[src/rtl/sar_pkg.sv]
// Shared types and helpers for the SAR result filter.
// Output FSM state, accumulator width helper, round-half-up shift.
package sar_pkg;

   typedef enum logic {
      S_EMPTY = 1'b0,
      S_FULL  = 1'b1
   } out_state_t;

   function automatic int acc_width(input int w, input int l);
      return w + l;
   endfunction

   function automatic logic [31:0] round_shr(input logic [31:0] sum,
                                             input int          sh);
      logic [31:0] half;
      half = (sh == 0) ? 32'd0 : (32'd1 << (sh - 1));
      return (sum + half) >> sh;
   endfunction

endpackage

[src/rtl/sar_accum.sv]
// Boxcar accumulator: window counter, sum and completion pulse.
// Running min/max trackers exist only with SAR_FILT_MINMAX_EN.
module sar_accum
   import sar_pkg::*;
#(
   parameter  int WIDTH    = 8,
   parameter  int AVG_LOG2 = 2,
   localparam int CW       = (AVG_LOG2 < 1) ? 1 : AVG_LOG2,
   localparam int AW       = acc_width(WIDTH, AVG_LOG2)
) (
   input  logic             clk,
   input  logic             reset,
   input  logic [WIDTH-1:0] i_code,
   input  logic             i_valid,
   input  logic             i_restart,
   output logic [CW-1:0]    o_fill,
   output logic             o_done,
   output logic [WIDTH-1:0] o_result
`ifdef SAR_FILT_MINMAX_EN
   ,
   output logic [WIDTH-1:0] o_min,
   output logic [WIDTH-1:0] o_max
`endif
);

   localparam logic [CW-1:0] LAST = CW'((1 << AVG_LOG2) - 1);

   logic [AW-1:0] r_acc;
   logic [CW-1:0] r_cnt;
   logic          w_take;
   logic          w_last;
   logic [AW-1:0] w_sum;

   assign w_take   = i_valid && !i_restart;
   assign w_last   = (r_cnt == LAST);
   assign o_done   = w_take && w_last;
   assign w_sum    = r_acc + AW'(i_code);
   assign o_result = WIDTH'(round_shr(32'(w_sum), AVG_LOG2));
   assign o_fill   = r_cnt;

   // Accumulate codes; clear on window completion or restart
   always_ff @(posedge clk or posedge reset) begin
      if (reset) begin
         r_acc <= '0;
         r_cnt <= '0;
      end else if (i_restart || o_done) begin
         r_acc <= '0;
         r_cnt <= '0;
      end else if (w_take) begin
         r_acc <= w_sum;
         r_cnt <= r_cnt + CW'(1);
      end
   end

`ifdef SAR_FILT_MINMAX_EN
   logic [WIDTH-1:0] r_min;
   logic [WIDTH-1:0] r_max;

   assign o_min = (i_code < r_min) ? i_code : r_min;
   assign o_max = (i_code > r_max) ? i_code : r_max;

   // Track window extremes; re-arm at window boundaries
   always_ff @(posedge clk or posedge reset) begin
      if (reset) begin
         r_min <= '1;
         r_max <= '0;
      end else if (i_restart || o_done) begin
         r_min <= '1;
         r_max <= '0;
      end else if (w_take) begin
         r_min <= o_min;
         r_max <= o_max;
      end
   end
`endif

endmodule

[src/rtl/sar_result_filter.sv]
// SAR result filter: averaging plus held result with valid/ready.
// Optional min/max outputs under SAR_FILT_MINMAX_EN.
module sar_result_filter
   import sar_pkg::*;
#(
   parameter  int WIDTH    = 8,
   parameter  int AVG_LOG2 = 2,
   localparam int CW       = (AVG_LOG2 < 1) ? 1 : AVG_LOG2
) (
   input  logic             clk,
   input  logic             reset,
   input  logic [WIDTH-1:0] code_in,
   input  logic             code_valid,
   input  logic             restart,
   output logic [WIDTH-1:0] avg_out,
   output logic             avg_valid,
   input  logic             avg_ready,
   output logic             overrun,
   input  logic             clear_overrun,
   output logic [CW-1:0]    fill_cnt
`ifdef SAR_FILT_MINMAX_EN
   ,
   output logic [WIDTH-1:0] min_out,
   output logic [WIDTH-1:0] max_out
`endif
);

   out_state_t       r_state;
   out_state_t       w_next;
   logic             w_done;
   logic [WIDTH-1:0] w_result;
   logic [WIDTH-1:0] r_avg;
   logic             r_ovr;

`ifdef SAR_FILT_MINMAX_EN
   logic [WIDTH-1:0] w_min;
   logic [WIDTH-1:0] w_max;
   logic [WIDTH-1:0] r_min;
   logic [WIDTH-1:0] r_max;
`endif

   sar_accum #(
      .WIDTH    (WIDTH),
      .AVG_LOG2 (AVG_LOG2)
   ) u_accum (
      .clk       (clk),
      .reset     (reset),
      .i_code    (code_in),
      .i_valid   (code_valid),
      .i_restart (restart),
      .o_fill    (fill_cnt),
      .o_done    (w_done),
      .o_result  (w_result)
`ifdef SAR_FILT_MINMAX_EN
      ,
      .o_min     (w_min),
      .o_max     (w_max)
`endif
   );

   // Output state register
   always_ff @(posedge clk or posedge reset) begin
      if (reset) r_state <= S_EMPTY;
      else       r_state <= w_next;
   end

   // Next state: a completion always leaves a result held
   always_comb begin
      w_next = r_state;
      unique case (r_state)
         S_EMPTY: if (w_done) w_next = S_FULL;
         S_FULL:  if (!w_done && avg_ready) w_next = S_EMPTY;
         default: w_next = S_EMPTY;
      endcase
   end

   // Valid is a pure decode of the registered state
   always_comb begin
      avg_valid = (r_state == S_FULL);
   end

   // Holding register loads on every completion
   always_ff @(posedge clk or posedge reset) begin
      if (reset) begin
         r_avg <= '0;
      end else if (w_done) begin
         r_avg <= w_result;
      end
   end

   // Sticky overrun: set wins over clear
   always_ff @(posedge clk or posedge reset) begin
      if (reset) begin
         r_ovr <= 1'b0;
      end else if (r_state == S_FULL && w_done && !avg_ready) begin
         r_ovr <= 1'b1;
      end else if (clear_overrun) begin
         r_ovr <= 1'b0;
      end
   end

   assign avg_out = r_avg;
   assign overrun = r_ovr;

`ifdef SAR_FILT_MINMAX_EN
   // Extremes load together with the average
   always_ff @(posedge clk or posedge reset) begin
      if (reset) begin
         r_min <= '0;
         r_max <= '0;
      end else if (w_done) begin
         r_min <= w_min;
         r_max <= w_max;
      end
   end

   assign min_out = r_min;
   assign max_out = r_max;
`endif

endmodule

[config.mk]
export PLATFORM = sky130hd
export DESIGN_NAME = sar_result_filter
export DESIGN_NICKNAME = d
export VERILOG_FILES = /design/src/rtl/sar_pkg.sv /design/src/rtl/sar_accum.sv /design/src/rtl/sar_result_filter.sv
export SDC_FILE = /design/constraint.sdc
export NUM_CORES = 1
export LEC_CHECK = 0
export CAP_MARGIN = 20
export CORE_MARGIN = 3
export CORE_UTILIZATION = 55
export CTS_CLUSTER_SIZE = 30
export DETAILED_ROUTE_END_ITERATION = 10
export PLACE_DENSITY = 0.94
export SYNTH_ARGS = -nofsm -noshare
export SYNTH_HDL_FRONTEND = slang
export SYNTH_SLANG_ARGS = --single-unit
[constraint.sdc]
create_clock -name clk -period 4.45 [get_ports clk]
set_clock_uncertainty 0.05 [all_clocks]
set_input_delay 0.6675 -clock clk [delete_from_list [all_inputs] [get_ports clk]]
set_output_delay 0.6675 -clock clk [all_outputs]
set_load 0.005 [all_outputs]
==> Word-level counts from Yosys, hierarchy flattened <==
Cells that the tools add are included.
{ "totals": {"output_inout_bits": 12, "input_bits": 14, "wordCells": 30, "regBits": 22} }
{ "op_classes": {"bitwise": 1, "n_eq_ne": 1, "n_addsub": 3, "mux": 9, "reduce_logical": 11} }
{ "op_table": {"columns": ["op", "n"], "rows": [
  ["two-way mux 10 bit", 2],
  ["adder 10 x 2 -> 10 bit (second input constant)", 1],
  ["adder 10 x 8 -> 10 bit", 1],
  ["logical AND 1 bit", 5],
  ["two-way mux 1 bit", 4],
  ["two-way mux 2 bit", 2],
  ["nonzero test 2 bit", 2],
  ["logical NOT 1 bit", 3],
  ["adder 2 x 1 -> 2 bit (second input constant)", 1],
  ["equality test 2 bit (second input constant)", 1],
  ["case mux 1 bit (2 select lines)", 1],
  ["logical OR 1 bit", 1],
  ["inverter 1 bit", 1]
]} }

==> Depth between registers and ports, before layout <==
{ "depth": {"word_depth": 7, "mapped_depth": 10, "mapped_depth_nobuf": 10} }

==> Modules after synthesis <==
Synthesis repeated with hierarchy kept, for this count alone.
{ "unflattened": {"cells_unflattened": 138, "hier_area_um2": 1425.1} }
{ "by_module_without_submodules": {"columns": ["module", "instances", "seq_area_each_um2", "cells_each", "area_each_um2"], "rows": [
  ["sar_accum", 1, 300.3, 114, 1013.5],
  ["sar_result_filter", 1, 250.2, 24, 411.6]
]} }

==> Least setup slack after synthesis <==
Ideal clock, no wire load.
{ "synth_timing": {"kind": "input port to flip-flop", "start": "in code_in[0]", "end": "reg r_avg[6], in the netlist avg_out[6]", "arrival_ns": 2.471, "path_slack_ns": 1.804, "setup_ns": 0.125, "n_path_buf": 0, "cell_stages": 10, "path_cell_list": "ha_1 inv_1 fa_1 nor2b_4 o31ai_1 xnor2_1 nand4_2 nor3_2 xnor2_1 mux2_2"} }
{ "synth_via": {"elab_chain_len": 2} }
{ "synth_rtl": {"columns": ["item", "line", "source"], "rows": [
  ["start: declaration", "sar_result_filter.sv:12", "input logic [WIDTH-1:0] code_in,"],
  ["adder 10 x 8 -> 10 bit", "sar_accum.sv:37", "assign w_sum = r_acc + AW'(i_code);"],
  ["adder 10 x 2 -> 10 bit", "sar_pkg.sv:18", "return (sum + half) >> sh;"],
  ["end signal: assignment", "sar_result_filter.sv:87", "r_avg <= w_result;"],
  ["end: declaration", "sar_result_filter.sv:32", "logic [WIDTH-1:0] r_avg;"]
]} }
Every way passes these cells.
A chain may end at the register's enable or synchronous reset.

==> Worst setup path after layout <==
Same ends and word-level chain as after synthesis.

==> key figures <==
CTS
  – Post CTS Setup Buffer Count: 0
  – Clock edge transition at the registers on the reported setup and hold paths: roughly 0.12 ns
  – Number of buffers added by the clock tree synthesis step: 3
  – H-tree depth reported by CTS: 1
  – Post-cts gate resize count: 0
  – Clock tree from TritonCTS: done
  – Clock network latency to the later pin of the worst-skew pair: between 0.3 and 0.4 ns
  – Clk buf depth: 2
  – Count of hold-fix buffers inserted at cts: 0
  – Root cell of the clock tree: clkbuf_4
  – # clock sinks: 22

Final layout
  – Antenna diode instance count: 0
  – Net count, final: 195
  – Final Util: between 70% and 80%
  – Ratio of cells with drive above 1 in the final layout: between 10% and 20%
  – Post-Layout Cell Count: a little under 200
  – Count of fill cells added during filler insertion: 169
  – Post-Layout Inst Area: ~1700 sq um
  – Area added between synthesis and finish: 21.1%

Critical path
  – Buffering stage count on the worst path with inverters included: 2
  – R2R depth: 10
  – Type of origin of the critical path: primary input
  – Worst Path Required: between 4 and 5 ns
  – FF-to-FF Start: u_accum.r_acc[0]
  – Worst-path cell chain: clkdlybuf4s50_1, ha_1, inv_1, fa_1, nor2b_4, o31ai_1, xnor2_1, nand4_2, nor3_2, xnor2_1, mux2_2
  – Kind of end point of the critical path: register
  – Most used cell, CP: xnor2_1
  – WP data arrival: 3.23 ns
  – Worst path max stage delay: around 0.47 ns
  – Worst path top cell family by delay: adder cells
  – R2R setup slack: approximately 1.8 ns
  – Maximum fanout along the worst path: 5
  – Worst path slowest cell: clkdlybuf4s50_1
  – Category of the critical setup timing path: in -> reg
  – Reg-to-reg critical path endpoint: avg_out[6]

Detailed routing
  – Wirelength, routed: ~2.8 mm
  – Remaining number of nets flagged by the antenna check after routing: 0
  – Number of violations reported at the end of detailed-routing iteration 0: 27
  – DRC violations left: 0
  – Final routed wire length divided by cell count: 14.5 um
  – Drt first pass iters: 4
  – Via-per-instance ratio: about 5.7
  – Number of vias in the routed layout: between 1000 and 1500

Worst hold path
  – Worst min-delay path startpoint: avg_out[5]
  – Hold Path End: avg_out[5]
  – Instance count along the most critical hold path: 2
  – Class of the tightest hold or removal check: reg -> reg

Global route
  – Grt total ovfl: 0
  – Largest net degree at the start of global routing: 23
  – Wire length of the first global-routing pass: around 4.7 mm
  – Total GRT Usage: about 18%
  – Antenna violations before repair: 0
  – Via count of the first global-routing pass: between 1000 and 1500

Synth
  – Synth Net Count: between 150 and 200
  – Number of different library cells in the post-synthesis netlist: just over 40
  – Synthesis Warnings: 0
  – Cell accounting for the most synthesized area: dfrtp_1
  – Async set-or-reset flop fraction in the synthesized netlist: 100%
  – Fraction of the yosys area taken by sequential cells: 39.2%
  – Average instance area after synthesis: 9.82 sq um
  – Synthesis-stage register bit count: 22
  – Top FF cell, synth: dfrtp_1
  – Post-synthesis cell area: 1400 sq um
  – Largest cells by area after synthesis: dfrtp_1 (39%), ha_1 (8.9%), xnor2_1 (6.2%), a22oi_1 (3.7%), nor2_1 (3.7%)
  – Mapped Cells: ~140
  – Number of enable-type register cells in the synthesized netlist: 0
  – Share of the synthesized area in the top cell type: 39.2%

Timing
  – Slew HR: 43.6%
  – Final count of hold timing violations: 0
  – Pins Over Slew Limit: 0
  – Setup repair after global routing missed its margin: false
  – Tmin final: a little over 3 ns
  – Sum of negative setup slack: 0 ns
  – Slew at the pin closest to its max-slew limit: around 0.85 ns
  – Peak clock frequency supported by timing: approximately 0.33 GHz
  – Post-route clock period utilization: around 69%
  – Final setup fails: 0

Die
  – Starting density of the core: about 61%
  – Number of placement rows: 17
  – Total Die Area: about 3200 sq um
  – Core outline area: 2320 sq um
  – Vertical die dimension: around 57 um
  – Number of top-level pins: 26
  – Die outline width: 56.5 um

Power
  – Total power draw: between 0.5 and 0.6 mW
  – Worst ir drop on vdd: 0.201 mV
  – Power per unit of standard cell area: 330 nW/um^2
  – Leakage: around 0.76 nW

Status
  – Status: completed

Placement
  – Placed insts: 193
  – Instance area at placement: approximately 1700 sq um
  – Placed wire-length estimate after detailed placement: ~2.2 mm
  – RD Place Congestion: 0.890
  – Port Buffers: 25

Flow run
  – Count of maximum capacitance violations: 0
worst reg2reg max path: stages (launching register included):
cell and delay [ns]:
dfrtp_1 0.37, ha_1 0.17, inv_1 0.05, fa_1 0.44
nor2b_4 0.15, o31ai_1 0.08, xnor2_1 0.45, nand4_2 0.23
nor3_2 0.18, xnor2_1 0.08, mux2_2 0.27
synth_stat cells, types with 2 or more instances:
| library cell | instances |
|---|---|
| o21ai_0 | 6 |
| dfrtp_1 | 22 |
| a21oi_1 | 7 |
| xnor2_1 | 10 |
| a2bb2oi_1 | 2 |
| ha_1 | 10 |
| nand3b_1 | 2 |
| nand2_1 | 12 |
| clkbuf_1 | 3 |
| xor2_1 | 5 |
| nand3_1 | 3 |
| nand2b_1 | 2 |
| or2_2 | 2 |
| mux2_2 | 2 |
| a22oi_1 | 7 |
| inv_1 | 10 |
| nor2_1 | 14 |
cell usage in the layout (no fill, tap or decap), types with 3 or more instances in the layout:
cell type | netlist | final
o21ai_0 | 6 | 6
ha_1 | 10 | 10
clkbuf_4 | 0 | 3
a21oi_1 | 7 | 7
xor2_1 | 5 | 5
xnor2_1 | 10 | 10
a22oi_1 | 7 | 7
inv_1 | 10 | 10
nand3_1 | 3 | 3
clkdlybuf4s50_1 | 0 | 25
nand2_1 | 12 | 12
nor2_1 | 14 | 14
dfrtp_1 | 22 | 22
state kept, by name, indices dropped and copies added (netlist names):
| name | cells |
|---|---|
| overrun | 1 |
| u_accum.r_acc | 10 |
| avg_valid | 1 |
| u_accum.o_fill | 2 |
| avg_out | 8 |
metrics by stage:
step,worst slack [ns],hold slack (ns)
2_1_floorplan,1.80,0.423
3_3_place_gp,1.24,0.413
3_5_place_dp,1.10,0.425
4_1_cts,1.41,0.453
5_1_grt,1.27,0.489
6_report,1.38,0.448
area by class of cell:
class | count | area, sq um | share of cell area (%)
clock buffer | 3 | 22.5 | 1.32
inverter | 10 | 37.5 | 2.21
multi-input combinational | 108 | 805 | 47.3
sequential | 22 | 551 | 32.4
tap | 28 | 35.0 | 2.06
timing repair buffer | 25 | 250 | 14.7
power by group:
part,switching [mW],internal (mW),total [mW],leakage (nW)
Clock,0.0594,0.0316,0.0910,0.0138
Sequential,0.0137,0.224,0.238,0.298
Combinational,0.119,0.113,0.232,0.453
metal layers:
metal / track usage (%) / share of wire (%) / vias to the layer above
met5: 0 / 0 / -
met4: 5.42 / 1.4 / 0
met3: 3.22 / 4.3 / 6
met2: 28.9 / 46 / 29
met1: 24.9 / 48 / 533
li1: - / - / 551
how the worst max path moves through the flow:
stage,from,endpoint,slack (ns),depth (start not counted)
floorplan,code_in[0],avg_out[6],1.80,10
detailed placement,code_in[0],avg_out[6],1.10,11
CTS,code_in[0],avg_out[6],1.41,11
global placement,code_in[0],avg_out[6],1.24,11
global route,code_in[0],avg_out[6],1.27,11
finish,code_in[0],avg_out[6],1.38,11
cell families after synthesis:
group,after synthesis,share of synthesized area [%]
AND/OR/NAND/NOR,44,16.8
flip-flops,22,39.2
AO/OA/AOI/OAI,33,16.2
adder cells (fa/ha/maj),11,10.3
multiplexers,3,2.32
XOR/XNOR,17,11.7
buffers and inverters,13,3.48
No activity file was read; power rests on OpenSTA's default activity.
